--- src/rtl/alu_result_retire.sv ---
// Retire stage for the packed ALU result bus: a small FIFO feeding the register-file write port,
// an architectural status register, and branch-condition evaluation. Optional zero-latency path: ALU_RETIRE_BYPASS_EN.
module alu_result_retire #(
    parameter int DEPTH = 4,
    parameter int AW    = 2
) (
    input  logic          clk,
    input  logic          rst,
    input  logic          in_valid,
    output logic          in_ready,
    input  logic [19:0]   in_word,
    input  logic [2:0]    in_rd,
    input  logic          in_setf,
    output logic          wb_valid,
    input  logic          wb_ready,
    output logic [2:0]    wb_rd,
    output logic [15:0]   wb_data,
    output logic          flag_s,
    output logic          flag_v,
    output logic          flag_z,
    output logic          flag_c,
    input  logic [3:0]    cond,
    output logic          cond_true,
    output logic [AW:0]   count
);

    typedef struct packed {
        logic [19:0] word;
        logic [2:0]  rd;
        logic        setf;
    } entry_t;

    entry_t      mem [DEPTH];
    entry_t      in_entry;
    entry_t      head;
    logic [AW:0] wr_ptr;
    logic [AW:0] rd_ptr;
    logic        empty;
    logic        full;
    logic        bypass;
    logic        push;
    logic        pop;
    logic        fifo_pop;

    assign in_entry = '{word: in_word, rd: in_rd, setf: in_setf};

    // The extra pointer MSB is a wrap bit, so full and empty are distinguishable without a separate counter.
    assign empty    = (wr_ptr == rd_ptr);
    assign full     = (wr_ptr[AW] != rd_ptr[AW]) && (wr_ptr[AW-1:0] == rd_ptr[AW-1:0]);
    assign count    = wr_ptr - rd_ptr;
    assign in_ready = !full;

`ifdef ALU_RETIRE_BYPASS_EN
    assign bypass = empty && in_valid;
`else
    assign bypass = 1'b0;
`endif

    assign head     = bypass ? in_entry : mem[rd_ptr[AW-1:0]];
    assign wb_valid = !empty || bypass;
    assign wb_rd    = head.rd;
    assign wb_data  = head.word[15:0];

    // A bypassed word that retires in the same cycle never occupies a FIFO slot.
    assign pop      = wb_valid && wb_ready;
    assign push     = in_valid && in_ready && !(bypass && wb_ready);
    assign fifo_pop = pop && !bypass;

    // NOTE: storage carries no reset; the pointers alone define which entries are valid.
    always_ff @(posedge clk) begin
        if (push) begin
            mem[wr_ptr[AW-1:0]] <= in_entry;
        end
    end

    // NOTE: all sequential state uses non-blocking assignments so every register samples pre-edge values.
    always_ff @(posedge clk) begin
        if (rst) begin
            wr_ptr <= '0;
            rd_ptr <= '0;
            flag_s <= 1'b0;
            flag_v <= 1'b0;
            flag_z <= 1'b0;
            flag_c <= 1'b0;
        end else begin
            if (push) begin
                wr_ptr <= wr_ptr + 1'b1;
            end
            if (fifo_pop) begin
                rd_ptr <= rd_ptr + 1'b1;
            end
            if (pop && head.setf) begin
                flag_c <= head.word[19];
                flag_z <= head.word[18];
                flag_v <= head.word[17];
                flag_s <= head.word[16];
            end
        end
    end

    // NOTE: a default ahead of the case keeps this purely combinational for every selector value.
    always_comb begin
        cond_true = 1'b0;
        case (cond)
            4'd0:    cond_true = flag_z;
            4'd1:    cond_true = !flag_z;
            4'd2:    cond_true = flag_s ^ flag_v;
            4'd3:    cond_true = (flag_s ^ flag_v) | flag_z;
            4'd4:    cond_true = !((flag_s ^ flag_v) | flag_z);
            4'd5:    cond_true = !(flag_s ^ flag_v);
            4'd6:    cond_true = flag_c;
            4'd7:    cond_true = !flag_c;
            4'd8:    cond_true = flag_s;
            4'd9:    cond_true = !flag_s;
            4'd10:   cond_true = flag_v;
            4'd11:   cond_true = !flag_v;
            4'd12:   cond_true = 1'b1;
            default: cond_true = 1'b0;
        endcase
    end

endmodule
--- config.mk ---
export PLATFORM = sky130hd
export DESIGN_NAME = alu_result_retire
export DESIGN_NICKNAME = d
export VERILOG_FILES = /design/src/rtl/alu_result_retire.sv
export SDC_FILE = /design/constraint.sdc
export NUM_CORES = 1
export LEC_CHECK = 0
export CORE_ASPECT_RATIO = 0.5
export CORE_UTILIZATION = 55
export CTS_BUF_LIST = sky130_fd_sc_hd__clkbuf_8
export DETAILED_ROUTE_END_ITERATION = 16
export GPL_TIMING_DRIVEN = 1
export PLACE_DENSITY = 0.85
export SLEW_MARGIN = 30
export SYNTH_ARGS = -nofsm -noshare
export SYNTH_HDL_FRONTEND = slang
export SYNTH_SLANG_ARGS = --single-unit
--- constraint.sdc ---
create_clock -name clk -period 3.7 [get_ports clk]
set_input_delay 0.74 -clock clk [delete_from_list [all_inputs] [get_ports clk]]
set_output_delay 0.74 -clock clk [all_outputs]
set_load 0.02 [all_outputs]
==> tab_implementation.tex, run 1 <==
\begin{tabular}{lr}
\hline
Metric & Value \\
\hline
\multicolumn{2}{l}{\textbf{Critical path}} \\
Critical path depth & 7 \\
Data arrival time of the critical path & 2.65 ns \\
Most common cell type on the critical path & sky130\_fd\_sc\_hd\_\_clkdlybuf4s50\_1 \\
Setup crit start kind & input pin \\
Worst Path Class, Setup & input pin to primary output \\
Highest fanout seen on the critical path & 8 \\
Slowest stage delay, CP & 0.63 ns \\
Combined buffer and inverter count along the critical path & 2 \\
Origin of the critical flop-to-flop path & wr\_ptr[0] \\
Data required time of the worst path & 2.96 ns \\
Logic depth of the worst register-to-register path & 6 \\
Slowest CP cell & sky130\_fd\_sc\_hd\_\_clkdlybuf4s50\_1 \\
Internal reg-to-reg setup slack & 1.53 ns \\
Capture instance of the worst register-to-register path & mem[3][1] \\
Worst-path cell chain & clkdlybuf4s50\_1 -> nand2b\_1 -> mux2i\_1 -> a22o\_1 -> a21oi\_1 -> o211ai\_1 -> clkdlybuf4s50\_1 \\
CP endpoint kind & primary output \\
Cell class contributing the biggest share of worst-path delay & buffers and inverters \\
\multicolumn{2}{l}{\textbf{STA}} \\
Fmax & 0.295 GHz \\
Transition time at the pin with the least slew margin & 0.723 ns \\
Minimum clock period & 3.39 ns \\
Total negative slack for setup checks & 0 ns \\
Total count of hold-check failures in the final report & 0 \\
Final-report max-slew violation count & 0 \\
Max-Slew Margin vs Limit & 0.518 \\
Tcrit/Tclk final & 0.916 \\
Unrepaired setup endpoints after global routing & no \\
\# setup viols final & 0 \\
Worst-case clock skew & 0.0122 ns \\
\multicolumn{2}{l}{\textbf{Min path}} \\
End point of the worst hold path & flag\_c \\
Class of the worst hold path & register to register \\
Hold Path Depth & 2 \\
Startpoint of the lowest-slack hold path & flag\_c \\
\multicolumn{2}{l}{\textbf{Synth}} \\
Nets in the synthesized netlist & 271 \\
Post-synth top area share & 0.657 \\
Distinct cell type count after synthesis & 34 \\
Ys Warns & 0 \\
Post-synthesis sequential area ratio & 0.712 \\
Number of register bits inferred by synthesis & 108 \\
Cell type contributing the most total cell area after synthesis & sky130\_fd\_sc\_hd\_\_edfxtp\_1 \\
Post-synthesis instance area & 4390 µm² \\
Avg Cell Area, Syn & 19.0 µm² \\
Flip-flop cell with the highest count after synthesis & sky130\_fd\_sc\_hd\_\_edfxtp\_1 \\
Dominant cells by area after synthesis & sky130\_fd\_sc\_hd\_\_edfxtp\_1 (66\%), sky130\_fd\_sc\_hd\_\_mux4\_2 (10\%), sky130\_fd\_sc\_hd\_\_dfxtp\_1 (5.5\%) \\
Syn Inst Count & 231 \\
Fraction of registers with async set/reset & 0 \\
Number of enable flip-flop cells after synthesis & 96 \\
\multicolumn{2}{l}{\textbf{Routing}} \\
Count of vias placed by the detailed router & 2093 \\
Remaining design rule violation count & 0 \\
Wire length per cell after detailed routing & 18.1 µm \\
Post-detailed-route count of antenna-violating nets & 0 \\
Vias per Instance & 5.33 \\
Wirelength, routed & 7120 µm \\
Number of iterations in the first detailed-routing pass & 4 \\
First DRT Iteration DRCs & 115 \\
\multicolumn{2}{l}{\textbf{Pwr}} \\
Power density normalized to cell area & 526 nW/µm² \\
Static leakage & 1.70 nW \\
Maximum VDD drop & 0.324 mV \\
\multicolumn{2}{l}{\textbf{CTS}} \\
Clock-pin slew reported for the worst setup and hold paths after clock tree synthesis & 0.09 ns \\
Hold\_buf cts & 0 \\
Clock Tree Buf Depth & 2 \\
Clock tree sinks & 108 \\
Cells resized by post-CTS repair & 0 \\
CTS tree & yes \\
Depth of the CTS H-tree & 3 \\
Number of buffers created by CTS & 9 \\
Clk root buf & sky130\_fd\_sc\_hd\_\_clkbuf\_8 \\
Clock latency on the worst-skew pair & 0.35 ns \\
Buffers inserted during post-CTS setup optimization & 0 \\
\multicolumn{2}{l}{\textbf{Placed design}} \\
Final weighted congestion of routability-driven global placement & 0.688 \\
Total of buffers placed on input and output ports & 60 \\
Hpwl dp & 4670 µm \\
\multicolumn{2}{l}{\textbf{Global route}} \\
Antenna violations before repair & 0 \\
Layer with the highest usage after global routing & met2 \\
Routing usage on met3 & 0.0448 \\
Met2 routing resource usage after global routing & 0.332 \\
Overflow left after global routing & 0 \\
Number of global-route vias before repair & 2193 \\
Wire length of the first global-routing pass & 11500 µm \\
Total global-route track usage & 0.190 \\
GR Util met1 & 0.246 \\
Maximum number of pins on one net before global-route repair & 25 \\
\multicolumn{2}{l}{\textbf{Cells and area}} \\
Highest-count cells in the layout ignoring fill and taps & sky130\_fd\_sc\_hd\_\_edfxtp\_1 (96), sky130\_fd\_sc\_hd\_\_clkdlybuf4s50\_1 (60), sky130\_fd\_sc\_hd\_\_mux4\_2 (20) \\
Area occupied by registers & 3120 µm² \\
Growth of design area from synthesis to finish & 17.1\% \\
Share of layout cells above drive strength 1 & 0.151 \\
Total area of multi-input combinational cells & 1030 µm² \\
Diodes inserted & 0 \\
Number of nets in the final layout & 320 \\
Most frequent standard cell in the layout excluding fill and tap cells & sky130\_fd\_sc\_hd\_\_edfxtp\_1 \\
Final core occ & 0.683 \\
Number of filler instances in the final layout & 488 \\
\multicolumn{2}{l}{\textbf{Floorplanning}} \\
FP Rows & 22 \\
Height of the chip & 65.2 µm \\
Effective utilization at floorplan & 0.584 \\
Core box area & 7510 µm² \\
Number of I/O pins & 61 \\
Full die area & 8360 µm² \\
DIE WIDTH & 128 µm \\
\multicolumn{2}{l}{\textbf{Job}} \\
Max\_cap viols & 0 \\
\multicolumn{2}{l}{\textbf{Run status}} \\
Run status & complete, no violations \\
\hline
\end{tabular}
==> synth_stat cells (all sizes together), types with 2 or more instances <==
cell / n
and2: 4
inv: 8
o211ai: 2
mux2i: 6
a21oi: 2
nand2: 3
dfxtp: 12
edfxtp: 96
nor3b: 2
xnor2: 6
ha: 7
nand3: 2
clkbuf: 4
buf: 24
xor2: 3
nor2: 12
mux4: 24
==> registers in the layout (all words and copies together), names as in the netlist, named ones only <==
signal	cells
flag_c	1
flag_s	1
flag_v	1
flag_z	1
mem	96
rd_ptr	3
wr_ptr	3
==> where the power goes <==
| part | switching, mW | leakage [nW] | internal (mW) |
|---|---|---|---|
| logic | 0.290 | 0.632 | 0.339 |
| clock network | 0.369 | 0.0886 | 0.243 |
| registers | 0.0629 | 0.980 | 1.40 |
| total | 0.722 | 1.70 | 1.98 |
==> tightest hold or removal path, stage by stage (launching register included) <==
cell,delay [ns]
sky130_fd_sc_hd__dfxtp_1,0.35
sky130_fd_sc_hd__mux2i_1,0.13
sky130_fd_sc_hd__nor2_1,0.05
==> stage by stage <==
| step | hold slack [ns] | worst slack, ns | cells | total power [mW] | instance area [µm²] |
|---|---|---|---|---|---|
| 4_1_cts | 0.576 | 0.306 | 393 | 2.73 | 5140 |
| 3_5_place_dp | 0.562 | 0.305 | 377 | 2.12 | 4970 |
| 2_1_floorplan | 0.527 | 1.20 | 231 | 1.94 | 4390 |
| 3_3_place_gp | 0.543 | 0.422 | 377 | 2.10 | 4970 |
| 6_report | 0.567 | 0.310 | 393 | 2.70 | 5140 |
| 5_1_grt | 0.612 | 0.135 | 393 | 2.81 | 5140 |
==> per-layer routing <==
| layer | wire, µm | vias to the layer above |
|---|---|---|
| met5 | 0 | - |
| met4 | 56 | 0 |
| met3 | 327 | 5 |
| met2 | 3760 | 58 |
| met1 | 2980 | 1049 |
| li1 | - | 981 |
==> worst max-delay path by stage <==
stage,slack (ns),end,start
detailed placement,0.31,cond_true,cond[0]
floorplan,1.20,cond_true,cond[0]
global route,0.14,cond_true,cond[0]
CTS,0.31,cond_true,cond[0]
global placement,0.42,cond_true,cond[0]
finish,0.31,cond_true,cond[0]
==> cell families after synthesis <==
logic type      after synthesis  synth area share
compound gates               12            0.0202
fa+ha+maj                     8            0.0245
mux                          30             0.140
xor+xnor                      9            0.0180
simple gates                 28            0.0328
buf+inv                      36            0.0525
flops                       108             0.712
==> layout make-up <==
class,count,share of cell area
sequential,108,0.608
multi-input combinational,87,0.201
timing repair buffer,66,0.126
tap,108,0.0263
clock buffer,9,0.0241
clock inverter,7,0.00828
inverter,8,0.00585
(Power assumes the default switching activity.)
==> inputs of run 2 (changes only) <==
- CAP_MARGIN: default -> 20
- CORE_MARGIN: default -> 4
- clock period: 3.7 -> 3.4 ns (I/O delays scaled with it)
==> run 2 against run 1 <==
Die area is 14% higher. Global-route usage is 2.8 points lower. Via count is 0.62% higher. Clock-buffer cell count stayed put. Setup slack better by 0.13 ns. Highest routed layer unchanged.
==> tab_implementation.tex, run 2 (same netlist as run 1, synthesis figures left out) <==
\begin{tabular}{lr}
\hline
Metric & Value \\
\hline
\multicolumn{2}{l}{\textbf{Pwr}} \\
Share of power burned in registers & 0.533 (-0.008) \\
Maximum VDD drop & 0.305 mV (-5.9\%) \\
Switching share of power & 0.261 (-0.00617) \\
Switching power summed over all nets & 0.761 mW (+5.4\%) \\
Power density normalized to cell area & 567 nW/µm² (+7.8\%) \\
Static leakage & 1.70 nW (about the same) \\
Combinational group share of total power & 0.251 (+0.018) \\
Clock power frac & 0.216 (-0.011) \\
Internal portion of total power & 2.15 mW (+8.8\%) \\
\multicolumn{2}{l}{\textbf{STA}} \\
Transition time at the pin with the least slew margin & 0.451 ns (-0.273 ns) \\
Hold slack final & 0.557 ns (-0.0103 ns) \\
Final-report max-slew violation count & 0 (unchanged) \\
Worst-case clock skew & 0.00592 ns (-0.00628 ns) \\
Unrepaired setup endpoints after global routing & no \\
\# setup viols final & 0 (unchanged) \\
Max-Slew Margin vs Limit & 0.696 (+0.178) \\
Total negative slack for setup checks & 0 ns (unchanged) \\
Total count of hold-check failures in the final report & 0 (unchanged) \\
Fmax & 0.338 GHz \\
PnR worst setup slack & 0.438 ns (+0.128 ns) \\
Tcrit/Tclk final & 0.871 \\
Minimum clock period & 2.96 ns \\
\multicolumn{2}{l}{\textbf{Floorplanning}} \\
Core box area & 7540 µm² (+0.37\%) \\
FP Rows & 22 (unchanged) \\
Height of the chip & 71.2 µm (+9.2\%) \\
DIE WIDTH & 134 µm (+4.7\%) \\
Number of I/O pins & 61 (unchanged) \\
Effective utilization at floorplan & 0.582 (-0.00213) \\
Full die area & 9560 µm² (+14\%) \\
\multicolumn{2}{l}{\textbf{CTS}} \\
Buffers inserted during post-CTS setup optimization & 0 (unchanged) \\
Clk root buf & sky130\_fd\_sc\_hd\_\_clkbuf\_8 \\
Depth of the CTS H-tree & 3 (unchanged) \\
Clock tree sinks & 108 (unchanged) \\
Clock Tree Buf Depth & 2 (unchanged) \\
CTS tree & yes \\
Number of buffers created by CTS & 9 (unchanged) \\
Hold\_buf cts & 0 (unchanged) \\
Clock-pin slew reported for the worst setup and hold paths after clock tree synthesis & 0.09 ns (about the same) \\
Clock latency on the worst-skew pair & 0.35 ns (about the same) \\
\multicolumn{2}{l}{\textbf{Cells and area}} \\
Share of layout cells above drive strength 1 & 0.148 (-0.00299) \\
Final Non-Filler Cells & 392 (-0.25\%) \\
Total area of multi-input combinational cells & 1030 µm² (unchanged) \\
Diodes inserted & 0 (unchanged) \\
Area occupied by registers & 3120 µm² (unchanged) \\
Highest-count cells in the layout ignoring fill and taps & sky130\_fd\_sc\_hd\_\_edfxtp\_1 (96), sky130\_fd\_sc\_hd\_\_clkdlybuf4s50\_1 (59), sky130\_fd\_sc\_hd\_\_mux4\_2 (20) \\
Growth of design area from synthesis to finish & 17.2\% (about the same) \\
Number of filler instances in the final layout & 481 (-1.4\%) \\
Most frequent standard cell in the layout excluding fill and tap cells & sky130\_fd\_sc\_hd\_\_edfxtp\_1 \\
Flip-flop count of the largest register after layout & 96 (unchanged) \\
Number of nets in the final layout & 320 (unchanged) \\
Final core occ & 0.682 (-0.00183) \\
\multicolumn{2}{l}{\textbf{Run status}} \\
Run status & complete, no violations \\
\multicolumn{2}{l}{\textbf{Routing}} \\
Vias per Instance & 5.37 (+0.88\%) \\
Count of vias placed by the detailed router & 2106 (+0.62\%) \\
Number of iterations in the first detailed-routing pass & 4 (unchanged) \\
Remaining design rule violation count & 0 (unchanged) \\
Post-detailed-route count of antenna-violating nets & 0 (unchanged) \\
Wire length per cell after detailed routing & 17.9 µm (-1.1\%) \\
Wirelength, routed & 7030 µm (-1.3\%) \\
First DRT Iteration DRCs & 130 (+13\%) \\
\multicolumn{2}{l}{\textbf{Global route}} \\
Wire length of the first global-routing pass & 11600 µm (+0.71\%) \\
Maximum number of pins on one net before global-route repair & 25 (unchanged) \\
Antenna violations before repair & 0 (unchanged) \\
Total global-route track usage & 0.161 (-0.0284) \\
Overflow left after global routing & 0 (unchanged) \\
Number of global-route vias before repair & 2249 (+2.6\%) \\
\multicolumn{2}{l}{\textbf{Placed design}} \\
Placed Cells & 377 (unchanged) \\
Final weighted congestion of routability-driven global placement & 0.778 (+13\%) \\
Hpwl dp & 4660 µm (-0.22\%) \\
Setup slack at placement & 0.0743 ns (-0.231 ns) \\
Total of buffers placed on input and output ports & 60 (unchanged) \\
\multicolumn{2}{l}{\textbf{Critical path}} \\
CP endpoint kind & primary output \\
Worst-path cell chain & inv\_1 -> ha\_1 -> fa\_1 -> xnor2\_1 -> clkdlybuf4s50\_1 \\
Setup crit start kind & register \\
Slowest stage delay, CP & 0.62 ns (about the same) \\
Data required time of the worst path & 2.72 ns (-0.24 ns) \\
Worst Path Class, Setup & register to primary output \\
Slowest CP cell & sky130\_fd\_sc\_hd\_\_clkdlybuf4s50\_1 \\
Data arrival time of the critical path & 2.28 ns (-0.37 ns) \\
Highest fanout seen on the critical path & 4 (-4) \\
\multicolumn{2}{l}{\textbf{Job}} \\
Max\_cap viols & 0 (unchanged) \\
\multicolumn{2}{l}{\textbf{Min path}} \\
Class of the worst hold path & register to register \\
\hline
\end{tabular}
==> run 2: cell count changes in the layout (fill, tap and decap cells not counted) <==
| cell | change |
|---|---|
| sky130_fd_sc_hd__dlymetal6s2s_1 | +1 |
| sky130_fd_sc_hd__inv_1 | -1 |
| sky130_fd_sc_hd__clkinvlp_4 | +1 |
| sky130_fd_sc_hd__clkdlybuf4s50_1 | -1 |
| sky130_fd_sc_hd__clkinv_1 | +1 |
| sky130_fd_sc_hd__inv_6 | -2 |
| sky130_fd_sc_hd__buf_4 | -1 |
| sky130_fd_sc_hd__buf_12 | +1 |
==> run 2: layout make-up <==
type | instances | share of cell area
flip-flops and latches | 108 | 0.608
multi-input cells | 87 | 0.201
repair buffers | 66 | 0.128
well taps | 108 | 0.0263
clock buffers | 9 | 0.0241
clock inverters | 6 | 0.00633
inverters | 8 | 0.00584
==> run 2: worst paths after layout <==
check                               start         end  slack (ns)  depth (start not counted)
worst max register to register  wr_ptr[0]  mem[3][13]        1.23                          6
worst min register to register     flag_c      flag_c        0.56                          2
worst min-delay path               flag_c      flag_c        0.56                          2
worst max-delay path            wr_ptr[0]    count[2]        0.44                          5
==> run 2: timing repair <==
action,in CTS,in global routing
endpoints found under the setup margin,0,1
resized for setup,0,1
hold endpoints to repair,0,0
==> run 2: worst max-delay path: cells and delay by family (launching register included) <==
family	cells	cell delay, ns
fa+ha+maj	2	0.61
flops	1	0.41
xor+xnor	1	0.17
buf+inv	2	0.74
==> run 2: metal layers <==
layer / global-route usage / share of wire
met2: 0.276 / 0.53
met5: 0 / 0
met1: 0.197 / 0.42
met3: 0.0476 / 0.042
met4: 0.0609 / 0.0084
==> run 2: through the flow <==
step	instance area, µm²	power, mW
after global routing	5140	3.05
after detailed placement	4980	2.33
after CTS	5140	2.95
after floorplan	4390	2.11
final	5140	2.91
after global placement	4980	2.30
==> run 2: power by group through the flow <==
| stage | sequential, mW | clock [mW] | combinational, mW |
|---|---|---|---|
| floorplan | 1.58 | 0 | 0.531 |
| global placement | 1.58 | 0 | 0.725 |
| global route | 1.56 | 0.709 | 0.783 |
| finish | 1.55 | 0.631 | 0.732 |
| detailed placement | 1.58 | 0 | 0.743 |
| CTS | 1.55 | 0.652 | 0.746 |
